### config.mk
export PLATFORM = sky130hd
export DESIGN_NAME = sprite_palette_bank
export DESIGN_NICKNAME = d
export VERILOG_FILES = /design/src/rtl/sprite_palette_pkg.sv /design/src/rtl/sprite_palette_bank_cycle_ctrl.sv /design/src/rtl/sprite_palette_bank.sv
export SDC_FILE = /design/constraint.sdc
export NUM_CORES = 1
export LEC_CHECK = 0
export CAP_MARGIN = 20
export CORE_UTILIZATION = 60
export CTS_CLUSTER_SIZE = 20
export DETAILED_ROUTE_END_ITERATION = 10
export PLACE_DENSITY = 0.77
export SLEW_MARGIN = 40
export SYNTH_ARGS = -nofsm -noshare
export SYNTH_HDL_FRONTEND = slang
export SYNTH_SLANG_ARGS = --single-unit
### constraint.sdc
create_clock -name Clk -period 6.2 [get_ports Clk]
set_input_delay 0.93 -clock Clk [delete_from_list [all_inputs] [get_ports Clk]]
set_output_delay 0.93 -clock Clk [all_outputs]
set_load 0.005 [all_outputs]
### src/rtl/sprite_palette_pkg.sv
// Shared types, the power-on sprite palette and a width helper for sprite_palette_bank.
package sprite_palette_pkg;

    localparam int PAL_CH_W = 4;

    typedef struct packed {
        logic [PAL_CH_W-1:0] r;
        logic [PAL_CH_W-1:0] g;
        logic [PAL_CH_W-1:0] b;
    } rgb_t;

    localparam rgb_t DEFAULT_PALETTE [16] = '{
        12'h050, 12'hAEA, 12'hFFF, 12'hF76, 12'h000, 12'h050, 12'hAEA, 12'hAEA,
        12'hAEA, 12'hAEA, 12'hAEA, 12'hAEA, 12'hAEA, 12'hAEA, 12'hAEA, 12'hAEA
    };

    function automatic int clog2(input int v);
        int r;
        r = 0;
        for (int i = 0; i < 31; i++) begin
            if ((1 << i) < v) r = i + 1;
        end
        return r;
    endfunction

    // Palettes deeper than 16 entries fill the upper region with the background colour.
    function automatic rgb_t default_entry(input int idx);
        logic [3:0] low;
        low = idx[3:0];
        return (idx < 16) ? DEFAULT_PALETTE[low] : rgb_t'(12'hAEA);
    endfunction

endpackage

### src/rtl/sprite_palette_bank_cycle_ctrl.sv
// palette_cycle_ctrl: frame counter, cycle offset and index remap for palette animation.
module palette_cycle_ctrl
    import sprite_palette_pkg::*;
#(
    parameter int INDEX_W      = 4,
    parameter int CYCLE_LO     = 6,
    parameter int CYCLE_HI     = 11,
    parameter int CYCLE_PERIOD = 8
) (
    input  logic               Clk,
    input  logic               Reset_n,
    input  logic               frame_tick,
    input  logic               cycle_en,
    input  logic [INDEX_W-1:0] index,
    output logic [INDEX_W-1:0] remapped
);

    localparam int LEN   = CYCLE_HI - CYCLE_LO + 1;
    localparam int OFF_W = clog2(LEN + 1);
    localparam int CNT_W = (CYCLE_PERIOD > 1) ? clog2(CYCLE_PERIOD) : 1;

    localparam logic [INDEX_W-1:0] LO_I    = INDEX_W'(CYCLE_LO);
    localparam logic [INDEX_W-1:0] HI_I    = INDEX_W'(CYCLE_HI);
    localparam logic [OFF_W:0]     LEN_S   = (OFF_W + 1)'(LEN);
    localparam logic [OFF_W-1:0]   OFF_MAX = OFF_W'(LEN - 1);
    localparam logic [CNT_W-1:0]   CNT_MAX = CNT_W'(CYCLE_PERIOD - 1);

    logic [CNT_W-1:0] frame_cnt;
    logic [OFF_W-1:0] offset;

    // NOTE: sequential state uses non-blocking assignments so every register
    // samples pre-edge values regardless of block evaluation order.
    always_ff @(posedge Clk) begin
        if (!Reset_n) begin
            frame_cnt <= '0;
            offset    <= '0;
        end else if (cycle_en && frame_tick) begin
            if (frame_cnt == CNT_MAX) begin
                frame_cnt <= '0;
                offset    <= (offset == OFF_MAX) ? '0 : offset + 1'b1;
            end else begin
                frame_cnt <= frame_cnt + 1'b1;
            end
        end
    end

    logic             in_range;
    logic [OFF_W-1:0] rel;
    logic [OFF_W:0]   sum;
    logic [OFF_W:0]   wrapped;

    // NOTE: every always_comb output gets a default first so no path can infer a latch.
    always_comb begin
        in_range = 1'b0;
        rel      = '0;
        sum      = '0;
        wrapped  = '0;
        remapped = index;
        in_range = cycle_en && (index >= LO_I) && (index <= HI_I);
        rel      = OFF_W'(index - LO_I);
        sum      = {1'b0, rel} + {1'b0, offset};
        // rel and offset are both below LEN, so one conditional subtract is a full modulo.
        wrapped  = (sum >= LEN_S) ? sum - LEN_S : sum;
        if (in_range) remapped = LO_I + INDEX_W'(wrapped);
    end

endmodule

### src/rtl/sprite_palette_bank.sv
// Multi-bank writable sprite palette with 2-stage registered lookup and palette cycling.
// Optional macro PALETTE_FADE_EN adds fade_level, a per-channel right shift in stage 2.
module sprite_palette_bank
    import sprite_palette_pkg::*;
#(
    parameter int INDEX_W      = 4,
    parameter int CH_W         = 4,
    parameter int NUM_BANKS    = 4,
    parameter int TRANSP_IDX   = 0,
    parameter int CYCLE_LO     = 6,
    parameter int CYCLE_HI     = 11,
    parameter int CYCLE_PERIOD = 8,
    localparam int BANK_W      = clog2(NUM_BANKS)
) (
    input  logic                Clk,
    input  logic                Reset_n,
    input  logic                frame_tick,
    input  logic                cycle_en,
    input  logic                pix_valid,
    input  logic [BANK_W-1:0]   bank_sel,
    input  logic [INDEX_W-1:0]  index,
    input  logic                wr_en,
    input  logic [BANK_W-1:0]   wr_bank,
    input  logic [INDEX_W-1:0]  wr_addr,
    input  logic [3*CH_W-1:0]   wr_data,
`ifdef PALETTE_FADE_EN
    input  logic [1:0]          fade_level,
`endif
    output logic                out_valid,
    output logic [CH_W-1:0]     red,
    output logic [CH_W-1:0]     green,
    output logic [CH_W-1:0]     blue,
    output logic                transparent
);

    localparam int DEPTH = 1 << INDEX_W;

    function automatic logic [CH_W-1:0] widen(input logic [PAL_CH_W-1:0] v);
        logic [CH_W-1:0] w;
        w = '0;
        for (int j = 0; j < CH_W && j < PAL_CH_W; j++) w[CH_W-1-j] = v[PAL_CH_W-1-j];
        return w;
    endfunction

    function automatic logic [3*CH_W-1:0] default_word(input int idx);
        rgb_t c;
        c = default_entry(idx);
        return {widen(c.r), widen(c.g), widen(c.b)};
    endfunction

    logic [3*CH_W-1:0] mem [NUM_BANKS][DEPTH];

    // NOTE: the palette store is reset because reset must restore the default
    // palettes; this keeps it in flops rather than an inferred RAM.
    always_ff @(posedge Clk) begin
        if (!Reset_n) begin
            for (int b = 0; b < NUM_BANKS; b++) begin
                for (int e = 0; e < DEPTH; e++) mem[b][e] <= default_word(e);
            end
        end else if (wr_en) begin
            mem[wr_bank][wr_addr] <= wr_data;
        end
    end

    logic [INDEX_W-1:0] remapped;

    palette_cycle_ctrl #(
        .INDEX_W      (INDEX_W),
        .CYCLE_LO     (CYCLE_LO),
        .CYCLE_HI     (CYCLE_HI),
        .CYCLE_PERIOD (CYCLE_PERIOD)
    ) u_cycle (
        .Clk        (Clk),
        .Reset_n    (Reset_n),
        .frame_tick (frame_tick),
        .cycle_en   (cycle_en),
        .index      (index),
        .remapped   (remapped)
    );

    logic               s1_valid;
    logic [BANK_W-1:0]  s1_bank;
    logic [INDEX_W-1:0] s1_idx;
    logic               s1_transp;
`ifdef PALETTE_FADE_EN
    logic [1:0]         s1_fade;
`endif

    always_ff @(posedge Clk) begin
        if (!Reset_n) begin
            s1_valid  <= 1'b0;
            s1_bank   <= '0;
            s1_idx    <= '0;
            s1_transp <= 1'b0;
`ifdef PALETTE_FADE_EN
            s1_fade   <= '0;
`endif
        end else begin
            s1_valid  <= pix_valid;
            s1_bank   <= bank_sel;
            s1_idx    <= remapped;
            s1_transp <= (index == INDEX_W'(TRANSP_IDX));
`ifdef PALETTE_FADE_EN
            s1_fade   <= fade_level;
`endif
        end
    end

    // Read happens in the same edge as any write, so a colliding write is seen one lookup later.
    logic [3*CH_W-1:0] rd_word;
    assign rd_word = mem[s1_bank][s1_idx];

    always_ff @(posedge Clk) begin
        if (!Reset_n) begin
            out_valid   <= 1'b0;
            red         <= '0;
            green       <= '0;
            blue        <= '0;
            transparent <= 1'b0;
        end else begin
            out_valid <= s1_valid;
            if (s1_valid) begin
                transparent <= s1_transp;
`ifdef PALETTE_FADE_EN
                red   <= rd_word[3*CH_W-1 -: CH_W] >> s1_fade;
                green <= rd_word[2*CH_W-1 -: CH_W] >> s1_fade;
                blue  <= rd_word[CH_W-1   -: CH_W] >> s1_fade;
`else
                red   <= rd_word[3*CH_W-1 -: CH_W];
                green <= rd_word[2*CH_W-1 -: CH_W];
                blue  <= rd_word[CH_W-1   -: CH_W];
`endif
            end
        end
    end

endmodule

### Yosys cells after proc, flatten, opt, wreduce, memory -nomap -nowiden

Memory sizes are Yosys's and may differ from the RTL's. A register that Yosys moved wholly into a read port is not among the register bits.
Cells that the tools add are included.

* bits in registers: 26
* RAM bits: 768
* input port bits: 30
* output and inout port bits: 14
* word-level logic and storage cells: 51
* memories: 1

Memory list
* mem: depth 4, width 192, rd ports 1, clocked after memory_dff 1, wr ports 4, line sprite_palette_bank.sv:51 `logic [3*CH_W-1:0] mem [NUM_BANKS][DEPTH];`

* $add $sub $neg: 6
* order comparisons: 6
* eq/ne operators: 2
* mux-type cells: 17
* bitwise logic cells: 2
* reduce and logical (&&, ||, !) cells: 7

Operator list (number)
* $mux 192: 3
* $reduce_or 192->1: 1
* $bmux 12 s4: 1
* $demux 12 s4: 1
* $mux 12: 3
* $ge 5x5->1 const B: 2
* $not 4->5: 2
* $ge 4x3->1 const B: 2
* $mux 4: 2
* $add 3x1->3 const B: 2
* $eq 3x3->1 const B: 2
* $mux 3: 2
* $lt 5x1->1 const B: 1
* $add 3x3->4: 1
* $add 3x4->4 const A: 1
* $le 4x4->1 const B: 1
* $logic_and 1x1->1: 4
* $logic_not 4->1: 1
* $mux 2: 2
* $sub 4x3->4 const B: 1
* $mux 1: 3
* $sub 3x3->3 const B: 1
* $reduce_and 2->1: 1

### Longest topological paths before layout

Gate-level depths: netlist of the first run.

* depth after elaboration: 8
* gate-level depth with buffers: 11
* depth with buffers taken out: 11

### Hierarchy

A second synthesis of the first run with hierarchy kept.

* cell total of the unflattened synthesis: 2624
* area, all modules: 36829.1 µm²

Modules (own cells, without submodules)
* sprite_palette_bank: times used 1, cells each 2559, area an instance 36291.1 µm²
* palette_cycle_ctrl: times used 1, cells each 65, area an instance 538.0 µm²

### Worst setup path before layout of the first run

Ideal clock, no wire load.

* kind: input -> register
* from: input wr_addr[3]
* to: memory mem[1][144] in the netlist's numbering (enable)
* arrival time: 2.677 ns
* path slack: 3.125 ns
* stages on the path: 6
* path through: clkbuf_1 > nor2_1 > nand2_1 > clkbuf_1 > clkbuf_1 > o21ai_0

RTL lines
* start: declaration: line sprite_palette_bank.sv:24 `input logic [INDEX_W-1:0] wr_addr,`
* end: declaration: line sprite_palette_bank.sv:51

==> flow_metrics.env, run 1 <==
export IMPL_ys_warn_count=0
export IMPL_clock_sinks=796
export IMPL_grt_overflow_total=0
export IMPL_skew_ns=0.0192
export IMPL_rows=89
export IMPL_path_max_fanout=17
export IMPL_synth_seq_cells=796
export IMPL_final_common_cell="edfxtp_1"
export IMPL_period_needed_ns=3.46
export IMPL_cts_tree="built"
export IMPL_drtIter0Drc=2968
export IMPL_grt_first_pass_wirelength_mm=138
export IMPL_io_pins=44
export IMPL_arrival_ns=3.76
export IMPL_die_y_um=248
export IMPL_yosysSeqAreaShare=0.649
export IMPL_wl_per_cell_um=26.9
export IMPL_syn_instance_count=2623
export IMPL_start_util=0.612
export IMPL_gr_usage_all_layers=0.306
export IMPL_use_met1=0.439
export IMPL_path_buf_inv=2
export IMPL_fillers=3967
export IMPL_cp_data_required_time_ns=6.50
export IMPL_coreArea_sq_um=59500
export IMPL_die_w_um=248
export IMPL_p_per_area_nw_per_um2=300
export IMPL_gp_congestion=0.944
export IMPL_cts_hold_buf=0
export IMPL_clk_pin_slew_ns=0.06
export IMPL_finalMaxSlewViolations=0
export IMPL_pwr_share_seq=0.519
export IMPL_yosysTopAreaCellShare=0.634
export IMPL_ant_nets=0
export IMPL_status="complete, no violations"
export IMPL_slew_headroom=0.382
export IMPL_final_cell_mix="768 x edfxtp_1, 244 x and2_1, 243 x or3_1"
export IMPL_power_frac_comb=0.081
export IMPL_ir_worst_vdd_mv=0.201
export IMPL_p_leak_nw=13.1
export IMPL_viasPerCell=6.69
export IMPL_setup_viol_count_final=0
export IMPL_cts_resized=0
export IMPL_synthTopCellsByArea="edfxtp_1 63%, mux4_2 5.9%, and2_1 4.2%"
export IMPL_start_kind="input port"
export IMPL_clockPowerShare=0.400
export IMPL_antenna_found_initial=1
export IMPL_layout_drive_gt1_share=0.177
export IMPL_swShare=0.227
export IMPL_cts_buffers=79
export IMPL_power_mw=12.1
export IMPL_drt_first_pass_iters=5
export IMPL_post_cts_setup_buffers=0
export IMPL_cts_root_buf="clkbuf_16"
export IMPL_cts_max_level=3
export IMPL_multiInputGateArea_sq_um=11700
export IMPL_hp_class="reg2reg"
export IMPL_setup_tns_ns=0
export IMPL_totalWireLength_mm=92.2
export IMPL_slowest_stage="nor3_1"
export IMPL_worst_setup_path_type="in2reg"
export IMPL_vias=22900
export IMPL_clkLatencyLatePin_ns=0.63
export IMPL_rsz0062_at_grt="false"
export IMPL_cp_end_kind="register"
export IMPL_numPortBuffers=43
export IMPL_worst_pin_slew_ns=0.927
export IMPL_grt_max_degree=90
export IMPL_critical_path_top_cell_by_count="nand3_1"
export IMPL_maxCapViolCount=0
export IMPL_synth_largest_area_cell="edfxtp_1"
export IMPL_final_net_count=2620
export IMPL_busiest_layer="met2"
export IMPL_grt_pass1_vias=22200
export IMPL_slowest_delay_ns=0.67
export IMPL_hold_violations=0
export IMPL_synth_cell_area_sq_um=36400
export IMPL_use_met3=0.0590
export IMPL_period_share=0.557
export IMPL_avgSynthCellArea_sq_um=13.9
export IMPL_synthDistinctLibCells=44
export IMPL_switching_power_mw=2.75
export IMPL_fmax_ghz=0.289
export IMPL_grt_use_met2=0.469
export IMPL_synthesis_nets=2661
export IMPL_hpwl_mm=55.9
export IMPL_regArea_sq_um=23600
export IMPL_critical_path_top_delay_family="simple AND/OR/NAND/NOR gates"
export IMPL_syn2layout_area_growth_pct=10.6
export IMPL_clock_path_buffers=3
export IMPL_power_internal_mw=9.34
export IMPL_die_area_sq_um=61600
export IMPL_drc_errors=0
export IMPL_crit_chain="clkdlybuf4s50_1, nand3_1, nor2_1, nand3_1, buf_4, nor3_1"
-- cell usage after synthesis (all sizes together) --
master and instances:
ha 7, a2111oi 49, and2 244, or2 67, o21ai 51, nand2 133, a21oi 10, a21o 2
nand2b 6, o221ai 12, and3 33, xnor2 1, nor2b 54, fa 1, inv 10, dfxtp 28
xor2 3, or4 1, or3 243, nand3b 13, a211oi 50, nor3 87, nor4 25, nand3 22
o22ai 24, nor2 82, o21ba 1, mux4 96, mux2i 99, mux2 48, clkbuf 220, and3b 1
nand4 1, nor3b 1, edfxtp 768, buf 58, a22o 72
-- power by group through the flow --
stage | clock network (mW) | registers, mW | logic (mW)
2_1_floorplan | 0 | 6.32 | 0.602
3_3_place_gp | 0 | 6.37 | 0.911
3_5_place_dp | 0 | 6.39 | 0.947
4_1_cts | 4.85 | 6.28 | 0.951
5_1_grt | 5.05 | 6.30 | 1.02
6_report | 4.83 | 6.28 | 0.975
-- logic make-up after synthesis --
kind of cell,synth area share
AO/OA/AOI/OAI,0.0555
XOR/XNOR,0.000963
adder cells (fa/ha/maj),0.00296
buffers and inverters,0.0337
flip-flops,0.649
multiplexers,0.101
AND/OR/NAND/NOR,0.156
-- worst paths after layout --
kind,cells after the start,from,slack (ns),endpoint
max,6,wr_addr[0],2.74,mem[2][0]$_SDFFCE_PN0P_
min,2,u_cycle.frame_cnt[1]$_SDFFE_PN0P_,0.47,u_cycle.frame_cnt[1]$_SDFFE_PN0P_
max reg2reg,6,register,2.87,green[0]$_SDFFE_PN0P_
min reg2reg,2,u_cycle.frame_cnt[1]$_SDFFE_PN0P_,0.47,u_cycle.frame_cnt[1]$_SDFFE_PN0P_
-- final cells by class --
cell class | count | area share
timing repair buffer | 156 | 0.0330
multi-input combinational | 1539 | 0.290
tap | 773 | 0.0240
clock inverter | 42 | 0.00998
clock buffer | 105 | 0.0547
sequential | 796 | 0.587
inverter | 10 | 0.000933
antenna | 1 | 0.0000622
-- flip-flops by register name (all words and copies together) (netlist names), named ones only --
name	cells
green	4
out_valid	1
u_cycle.offset	3
s1_transp	1
transparent	1
s1_valid	1
s1_idx	4
mem	768
u_cycle.frame_cnt	3
red	4
blue	4
-- metrics by stage --
stage                     hold WS, ns  area (sq um)  cells  worst slack, ns  utilization
final                           0.469         40200   3422             2.74        0.677
after global routing            0.484         40200   3421             2.57        0.677
after detailed placement        0.460         37600   3273             2.07        0.632
after CTS                       0.469         40200   3420             2.71        0.676
after floorplan                 0.440         36400   2623             3.13            -
after global placement          0.446         37500   3271             2.19        0.630
-- routing by layer --
layer,share of wire,vias up
li1,-,9869
met1,0.38,11300
met2,0.46,1483
met3,0.13,189
met4,0.032,0
met5,0,-
-- worst reg2reg max path: stages, from the launching register on --
cell,delay [ns]
dfxtp_4,0.57
buf_12,0.31
buf_12,0.47
mux4_2,0.68
a22o_1,0.26
nor4_1,0.59
o221ai_1,0.26
Power figures use the tool's default switching activity.
==> run 2: changes to the inputs <==
- CORE_UTILIZATION: 60 -> 57
- PLACE_DENSITY: 0.77 -> 0.76
- clock period: 6.2 -> 2.8 ns (I/O delays scaled with it)
==> run 2 against run 1 <==
Against the previous run:
- final area rose by 3.8%
- critical path depth up 2
- sequential cell count did not move
- setup slack got worse by 2.7 ns
- worst hold slack lost 0.11 ns
- final cell count grew 6.7%
- clock-buffer cell count fell by 2
- highest routed layer is now met5
==> flow_metrics.env, run 2 (synthesized netlist as in run 1, its figures left out) <==
export IMPL_status="complete, no violations"
export IMPL_pwr_share_seq=0.514
export IMPL_path_max_fanout=17
export IMPL_numPortBuffers=43
export IMPL_fin_hold_ws_ns=0.355
export IMPL_die_w_um=255
export IMPL_power_mw=27.0
export IMPL_ir_worst_vdd_mv=0.360
export IMPL_gp_congestion=0.902
export IMPL_reg2regPathDepth=8
export IMPL_power_internal_mw=20.8
export IMPL_worst_pin_slew_ns=0.895
export IMPL_post_dp_cell_area_sq_um=39100
export IMPL_setup_viol_count_final=0
export IMPL_cp_end_kind="register"
export IMPL_vias=23400
export IMPL_slowest_delay_ns=0.49
export IMPL_dp_slack_ns=-0.211
export IMPL_skew_ns=0.0242
export IMPL_start_kind="register"
export IMPL_syn2layout_area_growth_pct=14.8
export IMPL_slew_headroom=0.403
export IMPL_largest_reg_flops=768
export IMPL_rsz0062_at_grt="false"
export IMPL_coreArea_sq_um=63100
export IMPL_p_leak_nw=13.9
export IMPL_swShare=0.229
export IMPL_hold_violations=0
export IMPL_final_cell_mix="768 x edfxtp_1, 244 x and2_1, 243 x or3_1, 243 x buf_4, 132 x nand2_1"
export IMPL_grt_overflow_total=0
export IMPL_drtIter0Drc=3280
export IMPL_multiInputGateArea_sq_um=11600
export IMPL_worst_setup_path_type="reg2reg"
export IMPL_clock_path_buffers=3
export IMPL_antenna_found_initial=4
export IMPL_period_needed_ns=2.78
export IMPL_cts_root_buf="clkbuf_16"
export IMPL_drt_first_pass_iters=9
export IMPL_hp_start="wr_data[6]"
export IMPL_final_common_cell="edfxtp_1"
export IMPL_cts_buffers=80
export IMPL_grt_pass1_vias=23200
export IMPL_fillers=4364
export IMPL_layout_drive_gt1_share=0.221
export IMPL_clock_sinks=796
export IMPL_clkLatencyLatePin_ns=0.63
export IMPL_setup_tns_ns=0
export IMPL_fin_area_sq_um=41800
export IMPL_reg2reg_to="red[0]$_SDFFE_PN0P_"
export IMPL_p_per_area_nw_per_um2=646
export IMPL_clockPowerShare=0.396
export IMPL_switching_power_mw=6.19
export IMPL_critical_path_top_cell_by_count="buf_4"
export IMPL_hold_path_depth=2
export IMPL_final_net_count=2780
export IMPL_regMostFlops="mem"
export IMPL_hold_end="mem[1][6]$_SDFFCE_PN1P_"
export IMPL_cts_tree="built"
export IMPL_crit_chain="buf_12, buf_4, mux2_2, o22ai_1, a2111oi_1, buf_4, nor4_1, o221ai_1"
export IMPL_finalMaxSlewViolations=0
export IMPL_regArea_sq_um=23600
export IMPL_maxCapViolCount=0
export IMPL_totalWireLength_mm=94.2
export IMPL_viasPerCell=6.40
export IMPL_clk_pin_slew_ns=0.06
export IMPL_die_area_sq_um=64900
export IMPL_ant_nets=0
export IMPL_hp_class="in2reg"
export IMPL_slowest_stage="dfxtp_4"
export IMPL_grt_max_degree=75
export IMPL_reg2reg_from="s1_idx[0]$_SDFF_PN0_"
export IMPL_grt_first_pass_wirelength_mm=142
export IMPL_rows=92
export IMPL_drc_errors=0
export IMPL_die_y_um=255
export IMPL_period_share=0.991
export IMPL_worst_slack_ns=0.0246
export IMPL_r2r_slack_ns=0.02
export IMPL_cp_data_required_time_ns=3.26
export IMPL_fmax_ghz=0.360
export IMPL_hpwl_mm=61.8
export IMPL_io_pins=44
export IMPL_cts_max_level=3
export IMPL_start_util=0.577
export IMPL_cts_hold_buf=0
export IMPL_power_frac_comb=0.090
export IMPL_wl_per_cell_um=25.8
export IMPL_arrival_ns=3.24
export IMPL_gr_usage_all_layers=0.298
-- run 2: cell types whose count changed in the layout (fill, tap and decap cells not counted), sizes merged --
cell      delta
clkinv       -5
buf        +159
clkinvlp     +5
inv          -1
clkbuf       -2
-- run 2: repair_timing --
item,CTS,global route
resized for setup,1,4
setup endpoints to repair,1,4
setup buffers,0,0
-- run 2: how the worst max path moves through the flow --
stage	start	end	slack, ns	depth (start not counted)
floorplan	wr_addr[3]	mem[1][144]$_SDFFCE_PN0P_	0.24	6
global placement	index[0]	s1_idx[3]$_SDFF_PN0_	-0.26	11
detailed placement	index[0]	s1_idx[3]$_SDFF_PN0_	-0.21	11
CTS	s1_idx[0]$_SDFF_PN0_	red[1]$_SDFFE_PN0P_	0.01	8
global route	s1_idx[0]$_SDFF_PN0_	blue[3]$_SDFFE_PN0P_	0.008	9
finish	s1_idx[0]$_SDFF_PN0_	red[0]$_SDFFE_PN0P_	0.02	8
-- run 2: metal layers --
metal	vias to the layer above	wire [um]	GRT usage
li1	10200	-	-
met1	11700	36000	0.412
met3	165	9630	0.0443
met4	4	3190	0.111
met5	-	31	0
met2	1293	45300	0.481
-- run 2: power groups by stage --
stage          clock network [mW]  registers, mW  logic (mW)
6_report                     10.7           13.9        2.43
5_1_grt                      11.2           13.9        2.54
4_1_cts                      10.8           13.9        2.40
3_5_place_dp                    0           14.1        2.38
3_3_place_gp                    0           14.1        2.33
2_1_floorplan                   0           14.0        1.33
-- run 2: through the flow --
step / util / instances
3_5_place_dp: 0.621 / 3506
5_1_grt: 0.662 / 3650
3_3_place_gp: 0.620 / 3506
6_report: 0.662 / 3651
4_1_cts: 0.662 / 3650
2_1_floorplan: - / 2623
-- run 2: final cells by class --
type | count | share of cell area
repair buffers | 315 | 0.0679
inverters | 10 | 0.000899
multi-input cells | 1539 | 0.278
well taps | 846 | 0.0253
clock buffers | 103 | 0.0515
clock inverters | 41 | 0.0104
diodes | 1 | 0.0000599
flip-flops and latches | 796 | 0.566
-- run 2: worst max-delay path, delay by kind of cell, from the launching register on --
| kind | cells | cell delay (ns) |
|---|---|---|
| simple gates | 1 | 0.22 |
| buf+inv | 3 | 0.70 |
| mux | 1 | 0.37 |
| flops | 1 | 0.49 |
| compound gates | 3 | 0.82 |
